$ cat src/rtl/rs_pkg.sv
// Shared types for the reservation-station issue queue.
package rs_pkg;

  localparam int unsigned RS_N     = 8;
  localparam int unsigned RS_OP_W  = 16;
  localparam int unsigned RS_TAG_W = 6;

  typedef struct packed {
    logic                valid;
    logic [RS_OP_W-1:0]  op;
    logic [RS_TAG_W-1:0] src1_tag;
    logic                src1_rdy;
    logic [RS_TAG_W-1:0] src2_tag;
    logic                src2_rdy;
    logic [RS_TAG_W-1:0] dst_tag;
  } rs_entry_t;

endpackage

$ cat src/rtl/priority_encoder.sv
// Highest-set-index priority encoder; idx is 0 when no bit is set.
module priority_encoder #(
  parameter int unsigned N     = 8,
  parameter int unsigned IDX_W = $clog2(N)
) (
  input  logic [N-1:0]     req_i,
  output logic [IDX_W-1:0] idx_o,
  output logic             valid_o
);

  // Ascending scan so the last (highest) set bit wins.
  always_comb begin
    idx_o   = '0;
    valid_o = 1'b0;
    for (int unsigned i = 0; i < N; i++) begin
      if (req_i[i]) begin
        idx_o   = IDX_W'(i);
        valid_o = 1'b1;
      end
    end
  end

endmodule

$ cat src/rtl/rs_issue_queue.sv
// Reservation-station issue queue: holds micro-ops until both sources are
// ready, snoops the CDB for wakeups and issues one ready entry per cycle.
module rs_issue_queue
  import rs_pkg::*;
#(
  parameter int unsigned N     = RS_N,
  parameter int unsigned OP_W  = RS_OP_W,
  parameter int unsigned TAG_W = RS_TAG_W,
  parameter int unsigned IDX_W = $clog2(N)
) (
  input  logic             clk,
  input  logic             rst_n,
  input  logic             flush,
  input  logic             disp_valid,
  output logic             disp_ready,
  input  logic [OP_W-1:0]  disp_op,
  input  logic [TAG_W-1:0] disp_src1_tag,
  input  logic             disp_src1_rdy,
  input  logic [TAG_W-1:0] disp_src2_tag,
  input  logic             disp_src2_rdy,
  input  logic [TAG_W-1:0] disp_dst_tag,
  input  logic             cdb_valid,
  input  logic [TAG_W-1:0] cdb_tag,
  output logic             iss_valid,
  input  logic             iss_ready,
  output logic [OP_W-1:0]  iss_op,
  output logic [TAG_W-1:0] iss_src1_tag,
  output logic [TAG_W-1:0] iss_src2_tag,
  output logic [TAG_W-1:0] iss_dst_tag,
  output logic [IDX_W-1:0] iss_idx,
  output logic [IDX_W:0]   occupancy,
  output logic             empty,
  output logic             full
);

  rs_entry_t [N-1:0] ent_q, ent_d;
  logic [IDX_W:0]    occ_q, occ_d;

  logic [N-1:0]      req, free;
  logic [IDX_W-1:0]  sel_idx, alloc_idx;
  logic              sel_any, alloc_any;
  logic              disp_fire, iss_fire;

  always_comb begin
    req  = '0;
    free = '0;
    for (int unsigned i = 0; i < N; i++) begin
      req[i]  = ent_q[i].valid & ent_q[i].src1_rdy & ent_q[i].src2_rdy;
      free[i] = ~ent_q[i].valid;
    end
  end

  priority_encoder #(.N(N), .IDX_W(IDX_W)) u_sel (
    .req_i   (req),
    .idx_o   (sel_idx),
    .valid_o (sel_any)
  );

  priority_encoder #(.N(N), .IDX_W(IDX_W)) u_alloc (
    .req_i   (free),
    .idx_o   (alloc_idx),
    .valid_o (alloc_any)
  );

  // Status comes from registered occupancy only, so an issue this cycle
  // cannot open a slot for a dispatch in the same cycle.
  assign full       = (occ_q == (IDX_W+1)'(N));
  assign empty      = (occ_q == '0);
  assign occupancy  = occ_q;
  assign disp_ready = ~full;

  assign iss_valid    = sel_any & ~flush;
  assign iss_op       = ent_q[sel_idx].op;
  assign iss_src1_tag = ent_q[sel_idx].src1_tag;
  assign iss_src2_tag = ent_q[sel_idx].src2_tag;
  assign iss_dst_tag  = ent_q[sel_idx].dst_tag;
  assign iss_idx      = sel_idx;

  assign disp_fire = disp_valid & disp_ready & alloc_any & ~flush;
  assign iss_fire  = iss_valid & iss_ready;

  always_comb begin
    ent_d = ent_q;
    occ_d = occ_q;
    for (int unsigned i = 0; i < N; i++) begin
      if (cdb_valid && ent_q[i].valid) begin
        if (ent_q[i].src1_tag == cdb_tag) ent_d[i].src1_rdy = 1'b1;
        if (ent_q[i].src2_tag == cdb_tag) ent_d[i].src2_rdy = 1'b1;
      end
    end
    if (iss_fire) begin
      ent_d[sel_idx].valid = 1'b0;
    end
    // The allocated slot is free, so it never collides with the issuing one.
    if (disp_fire) begin
      ent_d[alloc_idx].valid    = 1'b1;
      ent_d[alloc_idx].op       = disp_op;
      ent_d[alloc_idx].src1_tag = disp_src1_tag;
      ent_d[alloc_idx].src1_rdy = disp_src1_rdy | (cdb_valid & (cdb_tag == disp_src1_tag));
      ent_d[alloc_idx].src2_tag = disp_src2_tag;
      ent_d[alloc_idx].src2_rdy = disp_src2_rdy | (cdb_valid & (cdb_tag == disp_src2_tag));
      ent_d[alloc_idx].dst_tag  = disp_dst_tag;
    end
    occ_d = occ_q + (IDX_W+1)'(disp_fire) - (IDX_W+1)'(iss_fire);
    if (flush) begin
      for (int unsigned i = 0; i < N; i++) ent_d[i].valid = 1'b0;
      occ_d = '0;
    end
  end

  always_ff @(posedge clk or negedge rst_n) begin
    if (!rst_n) begin
      ent_q <= '0;
      occ_q <= '0;
    end else begin
      ent_q <= ent_d;
      occ_q <= occ_d;
    end
  end

endmodule

$ cat config.mk
export PLATFORM = sky130hd
export DESIGN_NAME = rs_issue_queue
export DESIGN_NICKNAME = d
export VERILOG_FILES = /design/src/rtl/rs_pkg.sv /design/src/rtl/priority_encoder.sv /design/src/rtl/rs_issue_queue.sv
export SDC_FILE = /design/constraint.sdc
export NUM_CORES = 1
export LEC_CHECK = 0
export CORE_MARGIN = 10
export CORE_UTILIZATION = 45
export CTS_BUF_LIST = sky130_fd_sc_hd__clkbuf_8 sky130_fd_sc_hd__clkbuf_16
export DETAILED_ROUTE_END_ITERATION = 10
export HOLD_SLACK_MARGIN = 0.1
export PLACE_DENSITY = 0.65
export SETUP_SLACK_MARGIN = 0.1
export SLEW_MARGIN = 0
export SYNTH_ARGS = -nofsm -noshare
export SYNTH_HDL_FRONTEND = slang
export SYNTH_SLANG_ARGS = --single-unit
$ cat constraint.sdc
create_clock -name clk -period 2.88 [get_ports clk]
set_input_delay 0.72 -clock clk [delete_from_list [all_inputs] [get_ports clk]]
set_output_delay 0.72 -clock clk [all_outputs]
set_load 0.05 [all_outputs]
==> results_dict.tcl <==
set metrics [dict create \
    run_status "complete, but fails checks" \
    failed_checks "setup timing" \
    htree_num_levels 2 \
    sequentialPowerShare 0.386 \
    routedWlPerCell_um 24.9 \
    clock-root-buffer "clkbuf_16" \
    grt_remaining_overflow 0 \
    pre_cts_slack_ns -0.0774 \
    ys.flop_type "dfrtp_1" \
    r2r_end "occupancy[2]" \
    antenna_violating_nets_post_route 0 \
    die_h_um 203 \
    post_route_cells_drive_above_1_share 0.397 \
    clkSinkCount 300 \
    vias_per_cell 5.96 \
    critPathCaptureType "primary output" \
    layout_min_cycle_time_ns 3.25 \
    syn_area_per_cell_um2 12.4 \
    sw_frac_of_total 0.318 \
    ys_warn_count 0 \
    min_path_type "in -> async" \
    clk_latency_ns 0.52 \
    starting_density_of_the_core 0.454 \
    syn_nets 1277 \
    syn2layout_area_growth_pct 30.5 \
    port-buffer-count 92 \
    grt_setup_unrepaired "true" \
    synth_seq_cells 300 \
    syn_area_mm2 0.0151 \
    critical_path_depth 8 \
    reg2reg_setup_slack_ns 0.15 \
    met2RoutedLength_mm 21.5 \
    hold_viol_final 0 \
    post_synth_edffs 0 \
    drc_errors 0 \
    num_antenna_cells 0 \
    detailedPlacementHpwl_mm 27.1 \
    ir_worst_vdd_uv 807 \
    worst_slew_margin_rel 0.536 \
    detailroute.wirelength.met3_mm 2.72 \
    synth.lib_cells_used.distinct 58 \
    critPathCapture "iss_dst_tag[3]" \
    detail_route.wirelength.met1_mm 20.4 \
    mostFrequentLayoutCell "dfrtp_1" \
    first_pass_iters 5 \
    finalSetupViolCount 35 \
    cts-hold-fix-buffers 0 \
    power_report.internal_total_uw 9460 \
    die_span_x_um 203 \
    combinationalPowerShare 0.295 \
    list_of_cells_traversed_by_the_critical_path "and3_4, o21a_4, o21ai_4, buf_6, buf_12, o22ai_2, a311o_1, buf_12" \
    top_level_ports 93 \
    dr.max_layer_used "met4" \
    path_buf_inv 3 \
    crit_path_max_incr_delay_ns 0.40 \
    fp.coreArea_mm2 0.0333 \
    cp_max_fo 7 \
    reported_leakage_power_uw 0.00898 \
    critPathTopFamily "compound AO/OA/AOI/OAI gates" \
    timing.hold.ws_ns 0.138 \
    maxCapViolations 0 \
    finalClockSkew_ns 0.0127 \
    r2r_cells 13 \
    critical_path_arrival_ns 2.53 \
    report.power.total_uw 13900 \
    timing_worst_slew_pin_value_ns 0.693 \
    routed-via-count 11000 \
    max-clock-path-buffers 3 \
    startpoint_of_the_worst_setup_timing_path "ent_q[80]" \
    timing.critical_path.from_type "flip-flop" \
    clk_transition_reported_paths_ns 0.06 \
    first_global_vias 11300 \
    drt-total-wl_mm 45.9 \
    grt_start_max_net_pins 64 \
    cp_common_cell "buf_12" \
    groute.usage.overall 0.211 \
    worst_slack_ns -0.367 \
    ys_seq_area_frac 0.497 \
    fin_setup_tns_ns -11.08 \
    worst_path_max_delay_cell "dfrtp_1" \
    final_core_utilization 0.592 \
    cts_tree "yes" \
    slew_viol_final 0 \
    antenna_found_initial 0 \
    fp_rows 67 \
    synthesis.instances 1222 \
    power.clock.fraction 0.319 \
    finish.net_count 1424 \
    numCtsBuffers 35 \
    net-switching-power_uw 4410 \
    floorplan.die_area_mm2 0.0413 \
    first_pass_grt_wire_length_mm 68.3 \
    max_freq_mhz 308 \
    worst-setup-path-type "reg -> out" \
    power_per_cell_area_mw_per_mm2 703 \
    first_iter_violations 865 \
    worst_r2r_startpoint "ent_q[295]" \
    layout_worst_path_cycle_share 1.13 \
    asyncSetResetFlopFracSynth 1.00 \
    cp_data_required_time_ns 2.16 \
    gp_congestion 0.922 \
    final_cell_mix "dfrtp_1 (298), mux2_2 (231), xor2_1 (78)" \
]
layer usage:
metal  GRT usage  vias to the layer above
met2       0.331                      384
met3      0.0422                       92
met5           0                        -
li1            -                     4774
met1       0.289                     5714
met4      0.0690                        0
how the worst min path moves through the flow:
stage                   start        end  slack, ns  cells after the start
floorplan               rst_n   ent_q[0]       0.42                      0
global placement    ent_q[66]  ent_q[66]       0.47                      1
detailed placement  ent_q[37]  ent_q[37]       0.48                      1
CTS                     rst_n  ent_q[23]       0.15                      1
global route            rst_n  ent_q[58]       0.16                      1
finish                  rst_n  ent_q[95]       0.14                      1
repair_timing:
item | CTS | global route
hold endpoints to repair | 0 | 0
buffers inserted | 14 | 10
gates cloned | 5 | 6
gates resized for setup | 85 | 68
endpoints found under the setup margin | 39 | 39
pin swaps | 35 | 48
cell families (layout without fill, tap and decap cells):
family          after synthesis  count (layout)  synth area share
flops                       300             300             0.497
buf+inv                     109             279            0.0398
mux                         314             314             0.231
compound gates              207             207             0.102
xor+xnor                    110             110            0.0638
fa+ha+maj                     7               7           0.00630
simple gates                175             175            0.0607
flip-flops by register name, indices dropped and copies added (netlist names):
name,cells
occupancy,4
ent_q,296
area by class of cell:
type,instances,area [um^2]
repair buffers,210,2860
inverters,9,33.8
fillers,2646,13600
flip-flops and latches,300,7510
multi-input cells,813,7600
clock buffers,44,1010
well taps,448,561
clock inverters,16,138
Yosys cell counts, types with 9 or more instances:
| master | number | area (um^2) |
|---|---|---|
| nor3_1 | 11 | 55.1 |
| mux2i_1 | 42 | 420 |
| xor2_1 | 78 | 683 |
| a22oi_1 | 35 | 263 |
| dfrtp_1 | 300 | 7510 |
| xnor2_1 | 32 | 280 |
| nor4_1 | 18 | 113 |
| o22ai_1 | 28 | 175 |
| buf_6 | 13 | 146 |
| clkbuf_1 | 23 | 86.3 |
| a311o_1 | 28 | 280 |
| mux2_1 | 41 | 462 |
| a211oi_1 | 35 | 263 |
| nand2_1 | 17 | 63.8 |
| buf_4 | 9 | 67.6 |
| a21oi_1 | 42 | 210 |
| buf_2 | 45 | 225 |
| mux2_2 | 231 | 2600 |
| nand3_1 | 9 | 45.0 |
| nor2_1 | 83 | 312 |
through the flow:
step / instances / area, um^2
4_1_cts: 1824 / 19100
6_report: 1840 / 19700
5_1_grt: 1840 / 19700
2_1_floorplan: 1222 / 15100
3_3_place_gp: 1745 / 17300
3_5_place_dp: 1745 / 17300
power groups by stage:
stage	sequential (uW)	combinational [uW]	clock (uW)
finish	5350	4100	4420
global route	5430	4310	4680
CTS	5330	4020	4490
detailed placement	5390	3690	0
global placement	5360	3640	0
floorplan	5330	2150	0
No activity file was read; power rests on OpenSTA's default activity.
==> variant, RTL diff (same flow settings) <==
Make the reset (`rst_n`) synchronous in one clocked block.
--- a/src/rtl/rs_issue_queue.sv
+++ b/src/rtl/rs_issue_queue.sv
@@ -108,7 +108,7 @@
     end
   end
 
-  always_ff @(posedge clk or negedge rst_n) begin
+  always_ff @(posedge clk) begin
     if (!rst_n) begin
       ent_q <= '0;
       occ_q <= '0;
Check against the original RTL: not settled (the Yosys comparison gave no result); the edit may change what the design does.
==> variant against the unedited design <==
The run still ends with setup timing left. Setup slack improved by 0.054 ns. Hold slack improved by 0.32 ns. Via count increased by 19%. Sequential cell count unchanged. Non-clock buffer count increased by 2. Global-route usage increased by 1.3 points. Area after synthesis increased by 0.90%. Design area decreased by 0.91%. Register-to-register slack improved by 0.25 ns. Routed wire length increased by 6.6%. Critical endpoint is now iss_src2_tag[0].
Power is not compared: it rests on default switching activity, and its combinational part moved more than twofold at a synthesized area within 25%.
==> variant: results (changes against the unedited design) <==
ff2ff_setup_slack_ns: 0.40  # was 0.15 ns
min_path_type: "reg2reg"  # was in2async
dp_hpwl_mm: 30.8  # was 27.1 mm
yosysSeqAreaShare_pct: 39.4  # was 49.7%
r2r_end: "occupancy[2]$_SDFF_PP0_"  # was occupancy[2]$_DFF_PN0_
synth_cell_types: 48  # was 58
place.gp.congestion: 0.910  # was 0.922
synth_xor_area_share_pct: 6.32  # was 6.38%
synthesis.nets: 1830  # was 1277
synth_fa_ha_area_share_pct: 0.624  # was 0.630%
grt_max_degree: 106  # was 64
nets: 1902  # was 1424
cp_slowest_cell: "dfxtp_2"  # was dfrtp_1
worstPathMaxFanout: 13  # was 7
p_int_uw: 6860
rr_worst_depth: 12  # was 13
relSlewSlack_pct: 56.2  # was 53.6%
synth_area_leaders: "dfxtp_1 (39%), mux2i_1 (14%), nand2_1 (9.1%)"  # was dfrtp_1 (50%), mux2_2 (17%), xor2_1 (4.5%)
crit_family: "buffers and inverters"  # was compound AO/OA/AOI/OAI gates
track_usage_pct: 22.4  # was 21.1%
synth_compound_area_share_pct: 11.4  # was 10.2%
drt_iter0_drc: 1234  # was 865
ctsResizeCount: 67  # was 85
cpPeakStageDelay_ns: 0.35  # was 0.40 ns
cts_buffers: 35  # unchanged
finClkSkew_ns: 0.00838  # was 0.0127 ns
critPathCapture: "iss_src2_tag[0]"  # was iss_dst_tag[3]
setup_viol: 34  # was 35
fillers: 2840  # was 2646
grt_pass1_vias: 12900  # was 11300
synthTopCellsByCount: "nand2_1 (369), dfxtp_1 (300), mux2i_1 (206)"  # was dfrtp_1 (300), mux2_2 (231), nor2_1 (83)
drive_gt1_share_pct: 17.1  # was 39.7%
via_per_inst: 5.65  # was 5.96
synth_async_sr_flop_share_pct: 0  # was 100%
dpl_cell_area_um2: 17600  # was 17300 um^2
synth_mux_area_share_pct: 13.5  # was 23.1%
status: "finished with violations"  # unchanged
finalWorstSetupSlack_ns: -0.313  # was -0.367 ns
violations: "setup timing"  # unchanged
crit_start: "ent_q[80]$_SDFF_PN0_"  # was ent_q[80]$_DFF_PN0_
drt_pass1_iterations: 7  # was 5
## variant: layer usage
metal	global-route usage (%)	share of wire (%)	vias to the layer above
li1	-	-	6174
met1	31.1	45	6265
met4	6.64	2.8	0
met5	0	0	-
met2	35.1	45	534
met3	3.47	7.8	105
## variant: kinds of logic after synthesis
group / after synthesis
simple gates: 745
xor+xnor: 110
compound gates: 222
fa+ha+maj: 7
buf+inv: 185
mux: 206
flops: 300
## variant: final cells by class
| type | count | area, um^2 | area share [%] |
|---|---|---|---|
| Inverter | 8 | 46.3 | 0.237 |
| Timing Repair Buffer | 212 | 2820 | 14.4 |
| Multi-Input combinational cell | 1290 | 9040 | 46.3 |
| Sequential cell | 300 | 6020 | 30.8 |
| Clock buffer | 37 | 903 | 4.63 |
| Clock inverter | 20 | 151 | 0.775 |
| Tap cell | 448 | 561 | 2.87 |
## variant: through the flow
step                util [%]  hold slack, ns  setup TNS, ns  power (uW)  std cells
CTS                     56.9           0.454          -8.73        8990       2305
global route            58.4           0.470          -9.99        9180       2315
floorplan                  -           0.435          -4.21        4620       1775
global placement        52.5           0.440        -0.0605        4850       2239
finish                  58.4           0.453          -8.61        8960       2315
detailed placement      52.5           0.445        -0.0604        4850       2239
## variant: how the worst min path moves through the flow
stage	end	slack (ns)	cells past startpoint
2_1_floorplan	ent_q[183]$_SDFFE_PN0P_	0.43	2
3_3_place_gp	ent_q[181]$_SDFFE_PN0P_	0.44	2
3_5_place_dp	ent_q[151]$_SDFFE_PN0P_	0.45	2
4_1_cts	ent_q[151]$_SDFFE_PN0P_	0.45	2
5_1_grt	ent_q[153]$_SDFFE_PN0P_	0.47	2
6_report	ent_q[207]$_SDFFE_PN0P_	0.45	2
